--- config.mk ---
export PLATFORM = sky130hd
export DESIGN_NAME = icache
export DESIGN_NICKNAME = d
export VERILOG_FILES = /design/src/rtl/icache.sv
export SDC_FILE = /design/constraint.sdc
export NUM_CORES = 1
export LEC_CHECK = 0
export BUFFER_PORTS_ARGS = -buffer_cell sky130_fd_sc_hd__buf_2
export CAP_MARGIN = 25
export CORE_ASPECT_RATIO = 1.2
export CORE_MARGIN = 2
export CORE_UTILIZATION = 50
export DETAILED_ROUTE_END_ITERATION = 16
export GPL_ROUTABILITY_DRIVEN = 0
export PLACE_DENSITY = 0.63
export SLEW_MARGIN = 0
export SYNTH_ARGS = -nofsm -noshare
export SYNTH_HDL_FRONTEND = slang
export SYNTH_SLANG_ARGS = --single-unit
--- constraint.sdc ---
create_clock -name clk_in -period 7.75 [get_ports clk_in]
set_input_delay 1.55 -clock clk_in [delete_from_list [all_inputs] [get_ports clk_in]]
set_output_delay 1.55 -clock clk_in [all_outputs]
set_load 0.005 [all_outputs]
--- src/rtl/icache.sv ---
// Direct-mapped, read-only instruction cache with one outstanding miss.
// Ports:
//   clk_in, rst_n_in          clock, asynchronous active-low reset
//   rdy_in                    global ready; low freezes every register
//   fetch_valid/pc/ready      fetch request from the IFU
//   flush                     discard undelivered fetches
//   inst_valid/out/pc         one-cycle delivery pulse to the IFU
//   icache_req/addr           miss request to the memory controller
//   mem_received/task_out     controller accept / data-return strobes
//   mem_value                 returned instruction word
module icache #(
  parameter int unsigned INDEX_BITS = 4
) (
  input  logic        clk_in,
  input  logic        rst_n_in,
  input  logic        rdy_in,
  input  logic        fetch_valid,
  input  logic [31:0] fetch_pc,
  output logic        fetch_ready,
  input  logic        flush,
  output logic        inst_valid,
  output logic [31:0] inst_out,
  output logic [31:0] inst_pc,
  output logic        icache_req,
  output logic [31:0] icache_addr,
  input  logic        mem_received,
  input  logic        mem_task_out,
  input  logic [31:0] mem_value
);

  localparam int unsigned LINES = 1 << INDEX_BITS;
  localparam int unsigned TAG_W = 30 - INDEX_BITS;

  typedef enum logic [1:0] {S_IDLE, S_REQ, S_WAIT} state_t;

  state_t                  state_q, state_d;
  logic [LINES-1:0]        valid_q;
  logic [TAG_W-1:0]        tag_q  [LINES];
  logic [31:0]             data_q [LINES];
  logic [31:0]             pc_q, pc_d;
  logic                    discard_q, discard_d;
  logic                    req_d, iv_d;
  logic [31:0]             addr_d, io_d, ip_d;
  logic                    fill_we;

  // Fetch-side lookup; the byte offset is masked off so every PC bit is consumed.
  logic [31:0]             aligned_pc_c;
  logic [INDEX_BITS-1:0]   fetch_idx_c, fill_idx_c;
  logic [TAG_W-1:0]        fetch_tag_c;
  logic                    hit_c, done_c;

  assign aligned_pc_c = fetch_pc & 32'hFFFF_FFFC;
  assign fetch_idx_c  = aligned_pc_c[INDEX_BITS+1:2];
  assign fetch_tag_c  = aligned_pc_c[31:INDEX_BITS+2];
  assign fill_idx_c   = pc_q[INDEX_BITS+1:2];
  assign hit_c        = valid_q[fetch_idx_c] && (tag_q[fetch_idx_c] == fetch_tag_c);

  // Data return completes the miss in WAIT, or in REQ when accept and data coincide.
  assign done_c = mem_task_out &&
                  ((state_q == S_WAIT) || ((state_q == S_REQ) && mem_received));

  // Next-state and next-output logic.
  always_comb begin
    state_d   = state_q;
    pc_d      = pc_q;
    discard_d = discard_q;
    req_d     = icache_req;
    addr_d    = icache_addr;
    iv_d      = inst_valid;
    io_d      = inst_out;
    ip_d      = inst_pc;
    fill_we   = 1'b0;
    if (rdy_in) begin
      iv_d = 1'b0;
      case (state_q)
        S_IDLE: begin
          if (fetch_valid && !flush) begin
            if (hit_c) begin
              iv_d = 1'b1;
              io_d = data_q[fetch_idx_c];
              ip_d = aligned_pc_c;
            end else begin
              pc_d      = aligned_pc_c;
              addr_d    = aligned_pc_c;
              req_d     = 1'b1;
              discard_d = 1'b0;
              state_d   = S_REQ;
            end
          end
        end
        S_REQ: begin
          if (flush) discard_d = 1'b1;
          if (mem_received) begin
            req_d   = 1'b0;
            state_d = S_WAIT;
          end
        end
        S_WAIT: begin
          if (flush) discard_d = 1'b1;
        end
        default: state_d = S_IDLE;
      endcase
      if (done_c) begin
        fill_we = 1'b1;
        // A flush in the delivery cycle itself also suppresses the pulse.
        if (!(discard_q || flush)) begin
          iv_d = 1'b1;
          io_d = mem_value;
          ip_d = pc_q;
        end
        discard_d = 1'b0;
        state_d   = S_IDLE;
      end
    end
  end

  // Control, outputs and valid bits.
  always_ff @(posedge clk_in or negedge rst_n_in) begin
    if (!rst_n_in) begin
      state_q     <= S_IDLE;
      pc_q        <= 32'd0;
      discard_q   <= 1'b0;
      icache_req  <= 1'b0;
      icache_addr <= 32'd0;
      inst_valid  <= 1'b0;
      inst_out    <= 32'd0;
      inst_pc     <= 32'd0;
      fetch_ready <= 1'b1;
      valid_q     <= '0;
    end else begin
      state_q     <= state_d;
      pc_q        <= pc_d;
      discard_q   <= discard_d;
      icache_req  <= req_d;
      icache_addr <= addr_d;
      inst_valid  <= iv_d;
      inst_out    <= io_d;
      inst_pc     <= ip_d;
      fetch_ready <= (state_d == S_IDLE);
      if (fill_we) valid_q[fill_idx_c] <= 1'b1;
    end
  end

  // Tag and data arrays; qualified by the valid bits, so no reset.
  always_ff @(posedge clk_in) begin
    if (fill_we) begin
      tag_q[fill_idx_c]  <= pc_q[31:INDEX_BITS+2];
      data_q[fill_idx_c] <= mem_value;
    end
  end

endmodule
# Yosys cells after proc, flatten, opt, wreduce, memory -nomap -nowiden

Memories as Yosys holds them, arrays and structs flattened.
Index checks and enable logic that the tools add are counted.

Bits in writable memories: 928
Bits in latches: 0
Output and inout bits: 99
ROM bits: 0
Memories kept: 2
Register bits after elaboration: 116

Magnitude comparators: 3
Div/mod/pow operators: 0
Reduce and logical (&&, ||, !) cells: 16
Add/sub/neg operators: 0
Shifts and indexed selects: 0
Mux-type cells: 38
Equality and inequality tests: 9
$mul: 0
Bitwise operators: 2

Memory list:

| name   | words | bits a word | rd ports | clocked after Yosys merged registers in | wr ports | RTL line | RTL |
|---|---|---|---|---|---|---|---|
| data_q | 16    | 32          | 1        | 0                                       | 1        | 39       | `logic [31:0] data_q [LINES];` |
| tag_q  | 16    | 26          | 1        | 0                                       | 1        | 38       | `logic [TAG_W-1:0] tag_q [LINES];` |

Operators by type and width:

| kind                 | number |
|---|---|
| $mux W32             | 10 |
| $eq A26 B26 Y1       | 1 |
| $mux W1              | 18 |
| $or A16 B16 Y16      | 1 |
| $lt A4 B5 Y1 const B | 2 |
| $mux W2              | 5 |
| $reduce_and A5 Y1    | 2 |
| $ne A2 B2 Y1 const B | 3 |
| $ne A3 B3 Y1 const B | 2 |
| $pmux W2 S3          | 1 |
| $logic_and A1 B1 Y1  | 5 |
| $bmux W1 S4          | 1 |
| $demux W1 S4         | 1 |
| $ge A4 B1 Y1 const B | 1 |
| $logic_not A2 Y1     | 2 |
| $pmux W1 S2          | 2 |
| $reduce_and A4 Y1    | 1 |
| $ne A3 B1 Y1 const B | 1 |
| $reduce_bool A3 Y1   | 1 |
| $eq A2 B1 Y1 const B | 1 |
| $eq A2 B2 Y1 const B | 1 |
| $logic_or A1 B1 Y1   | 2 |
| $reduce_bool A2 Y1   | 1 |
| $reduce_or A2 Y1     | 1 |
| other kinds (2)      | 2 |

# Longest topological paths before layout

Gate-level depths: netlist (run 1).

Depth after elaboration: 9
Mapped depth: 15

# Worst setup path after synthesis (run 1)

OpenSTA, ideal clock, no wires.

Path type: input to register
Start point: input mem_received
End point: register valid_q[0]
Arrival time: 6.743 ns
Slack: 0.918 ns
Stages: 6
Library setup time: 0.089 ns
Cell sequence: a21o_1 > and2_1 > nand2_1 > or3_1 > nor3_1 > or2_2

Word-level cells in the longest chain between the ends: 5

Ends and longest elaborated chain:

| element                        | RTL line | RTL |
|---|---|---|
| start: declaration             | 26       | `input logic mem_received,` |
| $logic_and A1 B1 Y1            | 60       | `((state_q == S_WAIT) \|\| ((state_q == S_REQ) && mem_received));` |
| $logic_or A1 B1 Y1             | 60       |  |
| $logic_and A1 B1 Y1            | 59       | `assign done_c = mem_task_out &&` |
| $mux W1                        | 103      | `if (done_c) begin` |
| $mux W1                        | 73       | `if (rdy_in) begin` |
| end signal: assignment         | 129      | `valid_q <= '0;` |
| end signal: indexed assignment | 140      | `if (fill_we) valid_q[fill_idx_c] <= 1'b1;` |
| end: declaration               | 37       | `logic [LINES-1:0] valid_q;` |

Every way passes these cells.
A chain may end at the register's enable or synchronous reset.

# Final worst setup path (run 1)

Start point: input fetch_pc[4]
End point: register inst_out[22]

Word-level cells in the longest chain between the ends: 8

Ends and longest elaborated chain:

| element                                               | RTL line | RTL |
|---|---|---|
| start: declaration                                    | 18       | `input logic [31:0] fetch_pc,` |
| $mem_v2 Z16 W26 / $bmux W1 S4 (equally long branches) | -        |  |
| $eq A26 B26 Y1 / $mux W1 (equally long branches)      | 56       | `assign hit_c = valid_q[fetch_idx_c] && (tag_q[fetch_idx_c] == fetch_tag_c);` |
| $logic_and A1 B1 Y1                                   | 56       |  |
| $mux W32 *                                            | 78       | `if (hit_c) begin` |
| $mux W32 *                                            | 77       | `if (fetch_valid && !flush) begin` |
| $mux W32 *                                            | 75       | `case (state_q)` |
| $mux W32                                              | 106      | `if (!(discard_q \|\| flush)) begin` |
| $mux W32 *                                            | 103      |  |
| end signal: assignment                                | 137      | `inst_out <= io_d;` |
| end: declaration                                      | 22       | `output logic [31:0] inst_out,` |

Mark *: on every way between the ends. The rest lies on a longest branch, timed or not. The select of a mux whose other input is x is not followed.

==> out/summary.txt, run 1 <==
H-tree depth: 3
Most frequent cells in the layout: edfxtp_1, mux4_2, buf_2
Worst setup SP type: primary input
Overall Power: 13.7 mW
HP Class: flip-flop to flip-flop
Sink Count: 1044
Synth top area cells: edfxtp_1, mux4_2, dfrtp_1
Die Height: 317 um
Initial Utilization: 50.6%
Slew Limit Fails: 0
Number of buffers created by CTS: 101
Setup violations, final: 0
Synth warn: 0
Chip Width: 265 um
Leak: 15.7 nW
CP Max Fanout: 83
Rows: 114
Final Hold Fails: 0
CTS tree: yes
CP required: 8.29 ns
Mapped Avg Cell Area: 22.8 um2
DRT iter0 DRCs: 1955
Number of synthesized flops with an enable pin: 928
Pin count of the biggest net entering global routing: 84
Layout fillers: 5830
Vias per std cell: 6.08
Vias post-DR: 19.2k
Reg2reg setup slack: 3.51 ns
Gr usage total: 22.5%
Synth-to-layout area growth: 13.6%
Fin area: 46400 um2
Hold slack: 0.459 ns
Status: finished, final reports clean
Maxcap violations: 0
Unique masters post-synth: 62
Slew @ Worst Pin: 1.06 ns
First-pass GRT wire length: 136000 um
Final worst setup slack: 2.24 ns
CTS clk-pin slew, worst paths: 0.06 ns
# DRC: 0
Drt pass-1 iters: 5
Setup CP Type: primary input to flip-flop
CTS resizes: 0
Die outline area: 84100 um2
Peak VDD IR: 201 uV
PortBufs: 165
Fmax: 181 MHz
Hold Buf Count CTS: 0
Post-Syn Area: 40900 um2
Setup tns final: 0 ns
Largest area contributor in the netlist: edfxtp_1
Total Routed Length: 92100 um
Top cell type's share of synthesized area: 68.2%
Clk_skew: 0.0271 ns
Hpwl dp: 47900 um
Final period util: 71.2%
RSZ-0062 raised after global routing: false
Antenna viol nets, final: 0
Async set-reset flop share out of synthesis: 11.1%
Worst endpoint data arrival time: 6.06 ns
Pwr per Cell Area: 296 nW/um2
Core ar.: 80700 um2
Layout net count: 2093
Layout cell share with drive strength beyond 1: 39.6%
Initial antenna violation count: 11
Clk buf depth: 3
Max-Slew Margin vs Limit: 29.4%
Syn Inst Count: 1795
Register bit total from synthesis: 1044
Post-layout util: 57.5%
Postcts setup bufs: 0
Root Buffer: clkbuf_16
Synth Flop Type: edfxtp_1
Min Tclk post-route: 5.51 ns
Routed length per instance: 29.2 um
Vias in the first global route: 20.2k
Worst skew pair latency: 0.68 ns
IO Count: 170
Total grt overflow: 0
Post-Place Cell Area: 43100 um2
Crit end category: flip-flop
Final cell count without fillers: 3153
Register area share after synthesis: 75.3%
Worst Setup Slack post-DPL: 1.51 ns
Most common cell after layout, fill and taps aside: edfxtp_1
Placed cell count: 2959
[cells in the mapped netlist, types with 4 or more instances]
cell and n:
mux2i_1 42, nand3_1 4, or2_2 46, mux2_2 68
nor3_1 6, nand4_1 4, ha_1 4, o221a_2 20
inv_1 5, xnor2_1 26, mux2_4 30, xor2_1 12
buf_1 21, dfrtp_1 115, clkbuf_1 32, buf_2 21
buf_6 7, nor2_1 25, buf_4 9, o221a_1 10
nand2_1 18, mux4_2 276, edfxtp_1 928, o21ai_0 4
nand2b_1 5
[cells by family after synthesis]
family / count (synthesis) / share of synthesized area (%)
and+or+nand+nor: 130 / 1.82
adders and majority gates: 4 / 0.122
buffers and inverters: 102 / 1.38
DFF: 1044 / 75.3
xor gates and xnor gates: 38 / 0.814
muxes: 416 / 19.2
other: 1 / 0.00917
AOI/OAI and AO/OA: 60 / 1.37
[flip-flops by register name (all words and copies together) (netlist names)]
signal       count
data_q         512
tag_q          416
inst_out        32
inst_pc         32
pc_q            30
valid_q         16
state_q          2
discard_q        1
fetch_ready      1
icache_req       1
inst_valid       1
[path summary, 6_finish.rpt]
path                              start            to  depth (start not counted)
max                         fetch_pc[4]  inst_out[22]                         12
min                         valid_q[11]   valid_q[11]                          1
max reg2reg                tag_q[5][14]  inst_out[22]                         10
min reg2reg                 valid_q[11]   valid_q[11]                          1
max in group asynchronous      rst_n_in  inst_out[14]                          2
min in group asynchronous      rst_n_in   inst_pc[23]                          1
[layout make-up]
class | instances | area [um2] | share of cell area (%)
inverter | 6 | 22.5 | 0.0485
clock inverter | 52 | 537 | 1.16
multi-input combinational | 650 | 9680 | 20.8
sequential | 1044 | 30800 | 66.2
tap | 1044 | 1310 | 2.81
timing repair buffer | 215 | 1330 | 2.86
clock buffer | 139 | 2800 | 6.03
antenna | 3 | 7.51 | 0.0162
[power by group]
group | internal, mW | total (mW) | leakage [nW] | switching (mW)
logic | 0.758 | 1.41 | 4.25 | 0.656
clock network | 2.81 | 4.90 | 1.62 | 2.09
registers | 6.87 | 7.42 | 9.81 | 0.550
[metal layers]
| layer | part of all wire [%] | vias to the layer above | global-route usage [%] |
|---|---|---|---|
| met5 | 0.12 | - | 0 |
| met1 | 41 | 10300 | 31.5 |
| li1 | - | 7978 | - |
| met2 | 50 | 724 | 37.3 |
| met4 | 1.8 | 16 | 5.89 |
| met3 | 7.1 | 116 | 3.85 |
[critical path, cell delays in order]
cell and delay (ns):
clkbuf_8 0.65, buf_4 0.43, mux4_2 0.36, xnor2_1 0.16
nor3_1 0.08, nor4_2 0.32, nand4b_1 0.28, nor4b_2 0.61
nand4_1 0.30, nand2b_4 0.47, buf_12 0.35, mux2_4 0.34
Note: power is estimated with default switching activity, not from simulation.
==> run 2: changes to the inputs <==
--- a/config.mk
+++ b/config.mk
@@ -5,6 +5,7 @@
 export SDC_FILE = /design/constraint.sdc
 export NUM_CORES = 1
 export LEC_CHECK = 0
+export ABC_AREA = 1
 export BUFFER_PORTS_ARGS = -buffer_cell sky130_fd_sc_hd__buf_2
 export CAP_MARGIN = 25
 export CORE_ASPECT_RATIO = 1.2
==> constraint.sdc (replaced) <==
create_clock -name clk_in -period 5.2 [get_ports clk_in]
set_input_delay 1.04 -clock clk_in [delete_from_list [all_inputs] [get_ports clk_in]]
set_output_delay 1.04 -clock clk_in [all_outputs]
set_load 0.005 [all_outputs]
==> out/summary.txt, run 2 <==
Rows: 118
Fmax: 254 MHz
CP Max Fanout: 77
RR Endpoint: data_q[5][11]
Synth warn: 0
Layout cell share with drive strength beyond 1: 11.3%
Slew Limit Fails: 0
Gr usage total: 26.3%
H-tree depth: 3
Post-layout util: 56.9%
Max-Slew Margin vs Limit: 33.9%
Crit end category: flip-flop
Register bit total from synthesis: 1044
Setup violations, final: 0
Most flop-heavy register: data_q
Register area share after synthesis: 71.0%
Post-synthesis mux area share: 0%
IO Count: 170
Post-synthesis adder-cell area fraction: 0.116%
Status: finished, final reports clean
Leak: 18.6 nW
Pwr per Cell Area: 412 nW/um2
Post-Syn Area: 43300 um2
Largest area contributor in the netlist: edfxtp_1
Synth Area in Simple Gates: 15.8%
Antenna viol nets, final: 0
Worst endpoint data arrival time: 4.51 ns
HP Class: primary input to asynchronous set/reset pin
Vias per std cell: 5.72
Post-Place Cell Area: 45600 um2
Async set-reset flop share out of synthesis: 11.1%
Min Tclk post-route: 3.94 ns
First-pass GRT wire length: 176000 um
Die Height: 326 um
Core ar.: 86100 um2
Worst Setup Slack post-DPL: 0.565 ns
Worst setup SP type: primary input
Sink Count: 1044
Largest register FFs: 512
Unique masters post-synth: 32
Setup CP Type: primary input to flip-flop
Slew @ Worst Pin: 0.992 ns
RSZ-0062 raised after global routing: false
Hold slack: 0.427 ns
Chip Width: 273 um
Vias post-DR: 29.4k
Final worst setup slack: 1.26 ns
Synth-to-layout area growth: 13.1%
Syn Inst Count: 3807
Hold Buf Count CTS: 0
Vias in the first global route: 28.2k
Postcts setup bufs: 0
Synth top area cells: edfxtp_1, nand2_1, dfrtp_1
Clk buf depth: 3
Clk_skew: 0.0400 ns
Die outline area: 89000 um2
Final Hold Fails: 0
Mapped Avg Cell Area: 11.4 um2
Largest regs: data_q x512, tag_q x416
Routed length per instance: 22.7 um
CTS tree: yes
Initial antenna violation count: 9
Total Routed Length: 117000 um
Synth Flop Type: edfxtp_1
Final period util: 75.8%
Number of synthesized flops with an enable pin: 928
Worst R2R Start: state_q[1]
Top cell type's share of synthesized area: 64.3%
Setup tns final: 0 ns
Initial Utilization: 50.3%
CTS resizes: 0
Worst skew pair latency: 0.69 ns
CTS clk-pin slew, worst paths: 0.06 ns
Hpwl dp: 61600 um
Layout net count: 3988
CP required: 5.76 ns
Reg2reg setup slack: 1.84 ns
PortBufs: 165
Reg2Reg Depth: 10
Largest family of logic cells by synthesized area: simple AND/OR/NAND/NOR gates
Total grt overflow: 0
Post-synth top cells: edfxtp_1, nand2_1, nand3_1
Pin count of the biggest net entering global routing: 164
Most common cell after layout, fill and taps aside: edfxtp_1
Most frequent cells in the layout: edfxtp_1, nand2_1, nand3_1
Maxcap violations: 0
Compound-Gate Fraction of Synth Area: 8.50%
# DRC: 0
DRT iter0 DRCs: 3242
Post-synthesis xor/xnor area fraction: 0%
Count leader, synth: edfxtp_1
Fin area: 49000 um2
Peak VDD IR: 267 uV
Number of buffers created by CTS: 102
Drt pass-1 iters: 5
Root Buffer: clkbuf_16
run 2: cell count changes after synthesis, moves of 221 or more:
| cell | previous run | this run |
|---|---|---|
| nand3_1 | 4 | 420 |
| o21ai_0 | 4 | 348 |
| nor2_1 | 25 | 398 |
| nand2_1 | 18 | 809 |
| mux4_2 | 276 | 0 |
| inv_1 | 5 | 226 |
run 2: layout make-up:
| cell class | instances | area (um2) |
|---|---|---|
| diodes | 7 | 17.5 |
| clock buffers | 135 | 2810 |
| clock inverters | 55 | 632 |
| fillers | 6985 | 37100 |
| inverters | 228 | 883 |
| multi-input cells | 2291 | 10700 |
| flip-flops and latches | 1044 | 30800 |
| well taps | 1140 | 1430 |
| repair buffers | 246 | 1730 |
run 2: critical path: stages:
cell and delay, ns:
buf_6 0.17, inv_8 0.46, buf_4 0.33, nor2_1 0.07, o21ai_0 0.09, nand3_1 0.11, nand3_1 0.14, nand2_1 0.07
nand2_1 0.05, nand2_1 0.04, nor2_1 0.10, nand2_1 0.08, nor2_1 0.19, nand2_1 0.20, nor2_4 0.16, nand2_4 0.35
buf_4 0.42, nand2_1 0.10, nand3_1 0.08, nand3_1 0.13, nand2_1 0.06
run 2: power breakdown:
group          leakage [nW]  internal (mW)  switching (mW)
clock                  1.69           4.40            3.15
combinational          7.05          0.675            1.39
sequential             9.84           9.94           0.646
total                  18.6           15.0            5.18
run 2: routing by layer:
metal | vias to the layer above | global-route usage [%] | routed length, um
li1 | 13600 | - | -
met1 | 14500 | 36.5 | 49100
met2 | 1192 | 42.9 | 56100
met3 | 211 | 3.58 | 8810
met4 | 2 | 8.96 | 3070
met5 | - | 0 | 11
run 2: worst max-delay path by stage:
stage | from | endpoint | depth (start not counted)
final | fetch_pc[3] | inst_pc[25] | 21
after global routing | fetch_pc[3] | inst_out[2] | 19
after CTS | fetch_pc[3] | inst_pc[25] | 21
after detailed placement | fetch_pc[3] | inst_pc[0] | 18
after global placement | fetch_pc[3] | inst_pc[6] | 19
after floorplan | mem_received | data_q[11][0] | 6
run 2: kinds of logic (layout without fill, tap and decap cells):
family	count (synthesis)	in the layout
fa+ha+maj	4	4
simple gates	1662	1662
other cells	1	9
buf+inv	473	664
flops	1044	1044
compound gates	623	623
run 2: per-stage QoR:
stage	total power [mW]	cells
global placement	12.8	4949
finish	20.2	5146
global route	20.9	5143
detailed placement	12.8	4949
floorplan	11.7	3808
CTS	20.3	5139
